$ cat src/rtl/asrm_alu_seq.sv
// ---------------------------------------------------------------------------
// asrm_alu_seq
// Multi-cycle ALU for the asrm core. Add/sub/logic/compares finish in one
// execute cycle; shifts iterate shift_step bits per cycle; multiply is
// shift-add and divide/modulo is restoring, one bit per cycle.
//
// Ports:
//   clk              - system clock
//   reset            - asynchronous, active-low reset
//   in_valid         - operation request
//   in_ready         - high in IDLE; op accepted on in_valid & in_ready
//   working_register - operand A
//   other_register   - operand B
//   status_register  - current SR, latched at accept
//   opperand         - opcode
//   done             - one-cycle pulse, result outputs valid
//   out              - result value
//   out_reg          - destination register id (0 = WR, sr_id for compares)
//   status_out       - updated status register
//   busy             - not IDLE
// ---------------------------------------------------------------------------
module asrm_alu_seq #(
    parameter int         wordsize   = 16,
    parameter logic [3:0] sr_id      = 4'd2,
    parameter int         shift_step = 1
) (
    input  logic                clk,
    input  logic                reset,
    input  logic                in_valid,
    output logic                in_ready,
    input  logic [wordsize-1:0] working_register,
    input  logic [wordsize-1:0] other_register,
    input  logic [wordsize-1:0] status_register,
    input  logic [3:0]          opperand,
    output logic                done,
    output logic [wordsize-1:0] out,
    output logic [3:0]          out_reg,
    output logic [wordsize-1:0] status_out,
    output logic                busy
);

    localparam int           W       = wordsize;
    localparam int           CW      = $clog2(wordsize) + 1;
    localparam logic [W-1:0] WordLen = W'(W);

    typedef enum logic [1:0] {
        StIdle = 2'd0,
        StExec = 2'd1,
        StRun  = 2'd2,
        StDone = 2'd3
    } state_t;

    typedef enum logic [3:0] {
        OpAdd = 4'd0,
        OpSub = 4'd1,
        OpAnd = 4'd2,
        OpOr  = 4'd3,
        OpXor = 4'd4,
        OpNot = 4'd5,
        OpLsl = 4'd6,
        OpLsr = 4'd7,
        OpEq  = 4'd8,
        OpLes = 4'd9,
        OpMul = 4'd10,
        OpDiv = 4'd11,
        OpMod = 4'd12,
        OpAsr = 4'd13
    } op_t;

    state_t        state_q, state_d;

    logic [W-1:0]  a_q, b_q, sr_q;
    logic [3:0]    op_q;

    // work_q: shift value / multiplicand / quotient
    // aux_q : multiplier
    // acc_q : product accumulator / partial remainder
    logic [W-1:0]  work_q, work_d;
    logic [W-1:0]  aux_q, aux_d;
    logic [W-1:0]  acc_q, acc_d;
    logic [CW-1:0] cnt_q, cnt_d;
    logic          k_q, k_d;

    logic [W-1:0]  out_q, status_q;
    logic [3:0]    outReg_q;

    logic          accept;
    logic          isShift;
    logic          isLong;
    logic          finishing;
    logic [CW-1:0] shiftN;
    logic [CW-1:0] stepAmt;

    logic [W-1:0]  shiftNext;
    logic          shiftOut;
    logic [W:0]    remShift;
    logic          divFits;
    logic [W-1:0]  divRem;

    logic [W-1:0]  aluRes;
    logic          kFlag, vFlag, cmpBit;
    logic [W-1:0]  resOut, resSr;
    logic [3:0]    resReg;

    assign accept    = in_valid && (state_q == StIdle);
    assign isShift   = (op_q == OpLsl) || (op_q == OpLsr) || (op_q == OpAsr);
    assign isLong    = (op_q == OpMul) || (op_q == OpDiv) || (op_q == OpMod);
    assign shiftN    = CW'(b_q % WordLen);
    // A 2-bit step only while at least two bits remain, so odd amounts are exact.
    assign stepAmt   = (isShift && (shift_step == 2) && (cnt_q >= CW'(2))) ? CW'(2) : CW'(1);
    assign finishing = ((state_q == StExec) || (state_q == StRun)) && (state_d == StDone);

    // State register.
    always_ff @(posedge clk or negedge reset) begin
        if (!reset) begin
            state_q <= StIdle;
        end else begin
            state_q <= state_d;
        end
    end

    // Next-state logic. Zero-length shifts skip RUN entirely.
    always_comb begin
        state_d = state_q;
        case (state_q)
            StIdle: begin
                if (accept) begin
                    state_d = StExec;
                end
            end
            StExec: begin
                if (isLong || (isShift && (shiftN != '0))) begin
                    state_d = StRun;
                end else begin
                    state_d = StDone;
                end
            end
            StRun: begin
                if (cnt_q == stepAmt) begin
                    state_d = StDone;
                end
            end
            StDone: begin
                state_d = StIdle;
            end
            default: begin
                state_d = StIdle;
            end
        endcase
    end

    // Handshake and status outputs, decoded from the state.
    always_comb begin
        in_ready = (state_q == StIdle);
        busy     = (state_q != StIdle);
        done     = (state_q == StDone);
    end

    // Operand, opcode and SR capture at accept; later input changes are ignored.
    always_ff @(posedge clk or negedge reset) begin
        if (!reset) begin
            a_q  <= '0;
            b_q  <= '0;
            sr_q <= '0;
            op_q <= '0;
        end else if (accept) begin
            a_q  <= working_register;
            b_q  <= other_register;
            sr_q <= status_register;
            op_q <= opperand;
        end
    end

    // One shift step; the carry is the last bit to leave the word.
    always_comb begin
        shiftNext = work_q;
        shiftOut  = 1'b0;
        if (stepAmt == CW'(2)) begin
            case (op_q)
                OpLsl: begin
                    shiftNext = {work_q[W-3:0], 2'b00};
                    shiftOut  = work_q[W-2];
                end
                OpLsr: begin
                    shiftNext = {2'b00, work_q[W-1:2]};
                    shiftOut  = work_q[1];
                end
                OpAsr: begin
                    shiftNext = {{2{work_q[W-1]}}, work_q[W-1:2]};
                    shiftOut  = work_q[1];
                end
                default: begin
                end
            endcase
        end else begin
            case (op_q)
                OpLsl: begin
                    shiftNext = {work_q[W-2:0], 1'b0};
                    shiftOut  = work_q[W-1];
                end
                OpLsr: begin
                    shiftNext = {1'b0, work_q[W-1:1]};
                    shiftOut  = work_q[0];
                end
                OpAsr: begin
                    shiftNext = {work_q[W-1], work_q[W-1:1]};
                    shiftOut  = work_q[0];
                end
                default: begin
                end
            endcase
        end
    end

    // One restoring-division step. With a zero divisor every trial fits,
    // so the quotient fills with ones and A shifts through into the remainder.
    always_comb begin
        remShift = {acc_q, work_q[W-1]};
        divFits  = (remShift >= {1'b0, b_q});
        divRem   = divFits ? W'(remShift - {1'b0, b_q}) : remShift[W-1:0];
    end

    // Iterative datapath: EXEC loads the working registers, RUN steps them.
    always_comb begin
        work_d = work_q;
        aux_d  = aux_q;
        acc_d  = acc_q;
        cnt_d  = cnt_q;
        k_d    = k_q;
        case (state_q)
            StExec: begin
                work_d = a_q;
                aux_d  = b_q;
                acc_d  = '0;
                k_d    = 1'b0;
                cnt_d  = isShift ? shiftN : CW'(W);
            end
            StRun: begin
                cnt_d = cnt_q - stepAmt;
                if (isShift) begin
                    work_d = shiftNext;
                    k_d    = shiftOut;
                end else if (op_q == OpMul) begin
                    acc_d  = aux_q[0] ? (acc_q + work_q) : acc_q;
                    work_d = work_q << 1;
                    aux_d  = aux_q >> 1;
                end else begin
                    acc_d  = divRem;
                    work_d = {work_q[W-2:0], divFits};
                end
            end
            default: begin
            end
        endcase
    end

    // Iterative datapath registers.
    always_ff @(posedge clk or negedge reset) begin
        if (!reset) begin
            work_q <= '0;
            aux_q  <= '0;
            acc_q  <= '0;
            cnt_q  <= '0;
            k_q    <= 1'b0;
        end else begin
            work_q <= work_d;
            aux_q  <= aux_d;
            acc_q  <= acc_d;
            cnt_q  <= cnt_d;
            k_q    <= k_d;
        end
    end

    // Raw result and K/V flags. Iterative ops read the post-step values so
    // the result is ready in the same cycle the last step completes.
    always_comb begin
        aluRes = '0;
        kFlag  = 1'b0;
        vFlag  = 1'b0;
        cmpBit = 1'b0;
        case (op_q)
            OpAdd: begin
                {kFlag, aluRes} = {1'b0, a_q} + {1'b0, b_q};
                vFlag = (a_q[W-1] == b_q[W-1]) && (aluRes[W-1] != a_q[W-1]);
            end
            OpSub: begin
                {kFlag, aluRes} = {1'b0, a_q} - {1'b0, b_q};
                vFlag = (a_q[W-1] != b_q[W-1]) && (aluRes[W-1] != a_q[W-1]);
            end
            OpAnd: aluRes = a_q & b_q;
            OpOr:  aluRes = a_q | b_q;
            OpXor: aluRes = a_q ^ b_q;
            OpNot: aluRes = ~b_q;
            OpEq:  cmpBit = (a_q == b_q);
            OpLes: cmpBit = (a_q < b_q);
            OpLsl, OpLsr, OpAsr: begin
                aluRes = work_d;
                kFlag  = k_d;
            end
            OpMul: aluRes = acc_d;
            OpDiv: begin
                aluRes = work_d;
                vFlag  = (b_q == '0);
            end
            OpMod: begin
                aluRes = acc_d;
                vFlag  = (b_q == '0);
            end
            default: begin
            end
        endcase
    end

    // Final out / out_reg / SR: compares write only C and target the SR,
    // illegal opcodes return zero and pass the SR through untouched.
    always_comb begin
        resOut = aluRes;
        resReg = 4'd0;
        resSr  = {sr_q[W-1:4], vFlag, kFlag, (aluRes == '0), sr_q[0]};
        if (op_q >= 4'd14) begin
            resOut = '0;
            resSr  = sr_q;
        end else if ((op_q == OpEq) || (op_q == OpLes)) begin
            resSr  = {sr_q[W-1:1], cmpBit};
            resOut = resSr;
            resReg = sr_id;
        end
    end

    // Result registers hold between completions.
    always_ff @(posedge clk or negedge reset) begin
        if (!reset) begin
            out_q    <= '0;
            outReg_q <= '0;
            status_q <= '0;
        end else if (finishing) begin
            out_q    <= resOut;
            outReg_q <= resReg;
            status_q <= resSr;
        end
    end

    assign out        = out_q;
    assign out_reg    = outReg_q;
    assign status_out = status_q;

endmodule
$ cat config.mk
export PLATFORM = sky130hd
export DESIGN_NAME = asrm_alu_seq
export DESIGN_NICKNAME = d
export VERILOG_FILES = /design/src/rtl/asrm_alu_seq.sv
export SDC_FILE = /design/constraint.sdc
export NUM_CORES = 1
export LEC_CHECK = 0
export CAP_MARGIN = 25
export CORE_MARGIN = 3
export CORE_UTILIZATION = 50
export CTS_CLUSTER_DIAMETER = 80
export DETAILED_ROUTE_END_ITERATION = 8
export DONT_BUFFER_PORTS = 1
export PLACE_DENSITY = 0.62
export SYNTH_ARGS = -nofsm -noshare
export SYNTH_HDL_FRONTEND = slang
export SYNTH_SLANG_ARGS = --single-unit
$ cat constraint.sdc
create_clock -name clk -period 7.2 [get_ports clk]
set_input_delay 1.44 -clock clk [delete_from_list [all_inputs] [get_ports clk]]
set_output_delay 1.44 -clock clk [all_outputs]
set_load 0.005 [all_outputs]
==> results_dict.tcl <==
set metrics [dict create \
    synth.mux.area_fraction 0.0959 \
    num_antenna_cells 0 \
    drtAntennaViolNets 0 \
    gp_congestion 0.993 \
    required_ps 7550 \
    synth-edff-count 0 \
    rows 54 \
    ys_seq_elements 141 \
    cts_buffers 17 \
    die_area_mm2 0.0246 \
    synth_largest_area_cell "dfrtp_1" \
    cpPeakStageDelay_ps 870 \
    hold_path_class "flip-flop to flip-flop" \
    worstMarginPinSlew_ps 1080 \
    synth_top_family_by_area "compound AO/OA/AOI/OAI gates" \
    syn_avg_cell_area_um2 8.68 \
    largest_register_ffs 17 \
    cp_slowest_cell "xor2_1" \
    end_kind "flip-flop" \
    setup_viol 0 \
    grt_overflow 0 \
    rsz0062_at_grt "no" \
    die_h_um 157 \
    yosysWarnings 0 \
    track_usage 0.320 \
    vias 10523 \
    tns_ps 0 \
    portBuffers 0 \
    wl_per_cell_um 25.6 \
    max_cap_viol_count 0 \
    drc 0 \
    die_w_um 157 \
    synth_top_area_share 0.310 \
    cts_resized 0 \
    totalWireLength_um 40000 \
    drt_pre_antenna_iters 8 \
    grt_pass1_vias 9790 \
    drtIter0Drc 1238 \
    drv_slew 0 \
    start_util 0.514 \
    cts_max_level 4 \
    clock-sinks 141 \
    relSlewSlack 0.276 \
    critPathLaunchType "flip-flop" \
    cts_hold_buffers 0 \
    antenna_found_initial 0 \
    cts_max_path_buffers 2 \
    cts_tree "built" \
    cts_setup_buffers 0 \
    final_nets 1411 \
    multiInputGateArea_mm2 0.00728 \
    synth_compound_area_frac 0.260 \
    netlist_top_cells_area "dfrtp_1, ha_1, mux2_2" \
    clk_latency_ps 440 \
    finalCriticalPeriod_ps 4780 \
    cp_max_fo 18 \
    grt_pass1_wl_um 60200 \
    drive_gt1_frac 0.119 \
    yosysSeqAreaShare 0.310 \
    path_clk_slew_ps 70 \
    ys_types 87 \
    cp.arrival_ps 5130 \
    coreArea_mm2 0.0221 \
    yosys.area_share.simple 0.159 \
    cts_root_buffer "clkbuf_16" \
    synthXorXnorAreaFrac 0.0193 \
    crit_chain "buf_4 > xor2_1 > and2_1 > mux2_2 > a22oi_1 > a21oi_1 > a221oi_1 > o221ai_1 > a211oi_1 > nand4_1 > o31ai_2" \
    place_hpwl_um 30100 \
    clock_skew_ps 15.1 \
    boundaryPins 94 \
    area_growth_syn_to_layout_pct 7.10 \
    final.period_utilization 0.664 \
    synth_area_mm2 0.0114 \
    setup.worst_path.class "flip-flop to flip-flop" \
    finalHoldViolCount 0 \
    vias_per_cell 6.75 \
    synthArstFlopShare 1.00 \
    synth_cells 1310 \
    grt_max_degree 142 \
    synthAdderAreaFrac 0.101 \
    status "completed" \
    synthFlopType "dfrtp_1" \
    n_fill_cell 2032 \
    final-seq-area_mm2 0.00353 \
    max_freq_mhz 209 \
]
## logic make-up after synthesis
family          Yosys count
other cells               1
simple gates            365
compound gates          431
xor+xnor                 25
mux                     100
flops                   141
fa+ha+maj                89
buf+inv                 158
## final timing paths
path                                start             to  slack, ps  cells past startpoint
worst max-delay path              op_q[1]  status_out[1]       2420                     11
max in group asynchronous           reset       aux_q[7]       6270                      0
worst max register to register    op_q[1]  status_out[1]       2420                     11
min in group asynchronous           reset        sr_q[5]        690                      0
worst min register to register  aux_q[13]      aux_q[13]        480                      2
worst min-delay path            aux_q[13]      aux_q[13]        480                      2
## cell usage in the layout, fill, tap and decap left out, drive strengths merged, types with 19 or more instances in the layout
| cell type | count |
|---|---|
| dfrtp | 141 |
| nand2 | 110 |
| a21oi | 90 |
| o21ai | 87 |
| ha | 85 |
| inv | 83 |
| nor2 | 76 |
| mux2 | 71 |
| nor3 | 33 |
| nand3 | 29 |
| mux2i | 29 |
| a21o | 23 |
| a31oi | 23 |
| a211oi | 21 |
| o211ai | 20 |
| clkbuf | 19 |
## final cells by class
cell class / instances / share of cell area
Clock buffer: 18 / 0.0353
Sequential cell: 141 / 0.290
Tap cell: 280 / 0.0288
Multi-Input combinational cell: 1013 / 0.598
Timing Repair Buffer: 19 / 0.0112
Clock inverter: 14 / 0.0140
Inverter: 75 / 0.0231
## per-stage QoR
stage	cells	setup WS (ps)	util	hold WS, ps	area [um^2]
2_1_floorplan	1312	3840	-	448	11400
4_1_cts	1559	2630	0.551	485	12200
6_report	1560	2420	0.551	484	12200
3_5_place_dp	1527	2680	0.524	471	11600
5_1_grt	1560	2300	0.551	512	12200
3_3_place_gp	1526	2260	0.524	465	11600
## worst max-delay path: cells and delay by family, from the launching register on
| kind | cells | cell delay, ps |
|---|---|---|
| AOI/OAI and AO/OA | 6 | 1640 |
| xor gates and xnor gates | 1 | 870 |
| buffers and inverters | 1 | 340 |
| DFF | 1 | 740 |
| muxes | 1 | 390 |
| and+or+nand+nor | 2 | 700 |
## metal layers
| layer | vias to the layer above | part of all wire | GRT usage |
|---|---|---|---|
| met5 | - | 0 | 0 |
| met4 | 0 | 0.039 | 0.126 |
| met3 | 99 | 0.089 | 0.0550 |
| met2 | 563 | 0.44 | 0.488 |
| met1 | 5065 | 0.43 | 0.452 |
| li1 | 4796 | - | - |
## cell usage after synthesis, types with 23 or more instances
cell type,number
mux2i_1,29
nand2_1,110
a21o_1,23
inv_1,73
nor2_1,75
nand3_1,29
a21oi_1,90
o21ai_0,85
nor3_1,33
a31oi_1,23
mux2_2,71
clkbuf_1,64
dfrtp_1,141
ha_1,85
Power is not shown: default switching activity piles up to over one toggle a cycle in this logic, so the estimate is an artifact.
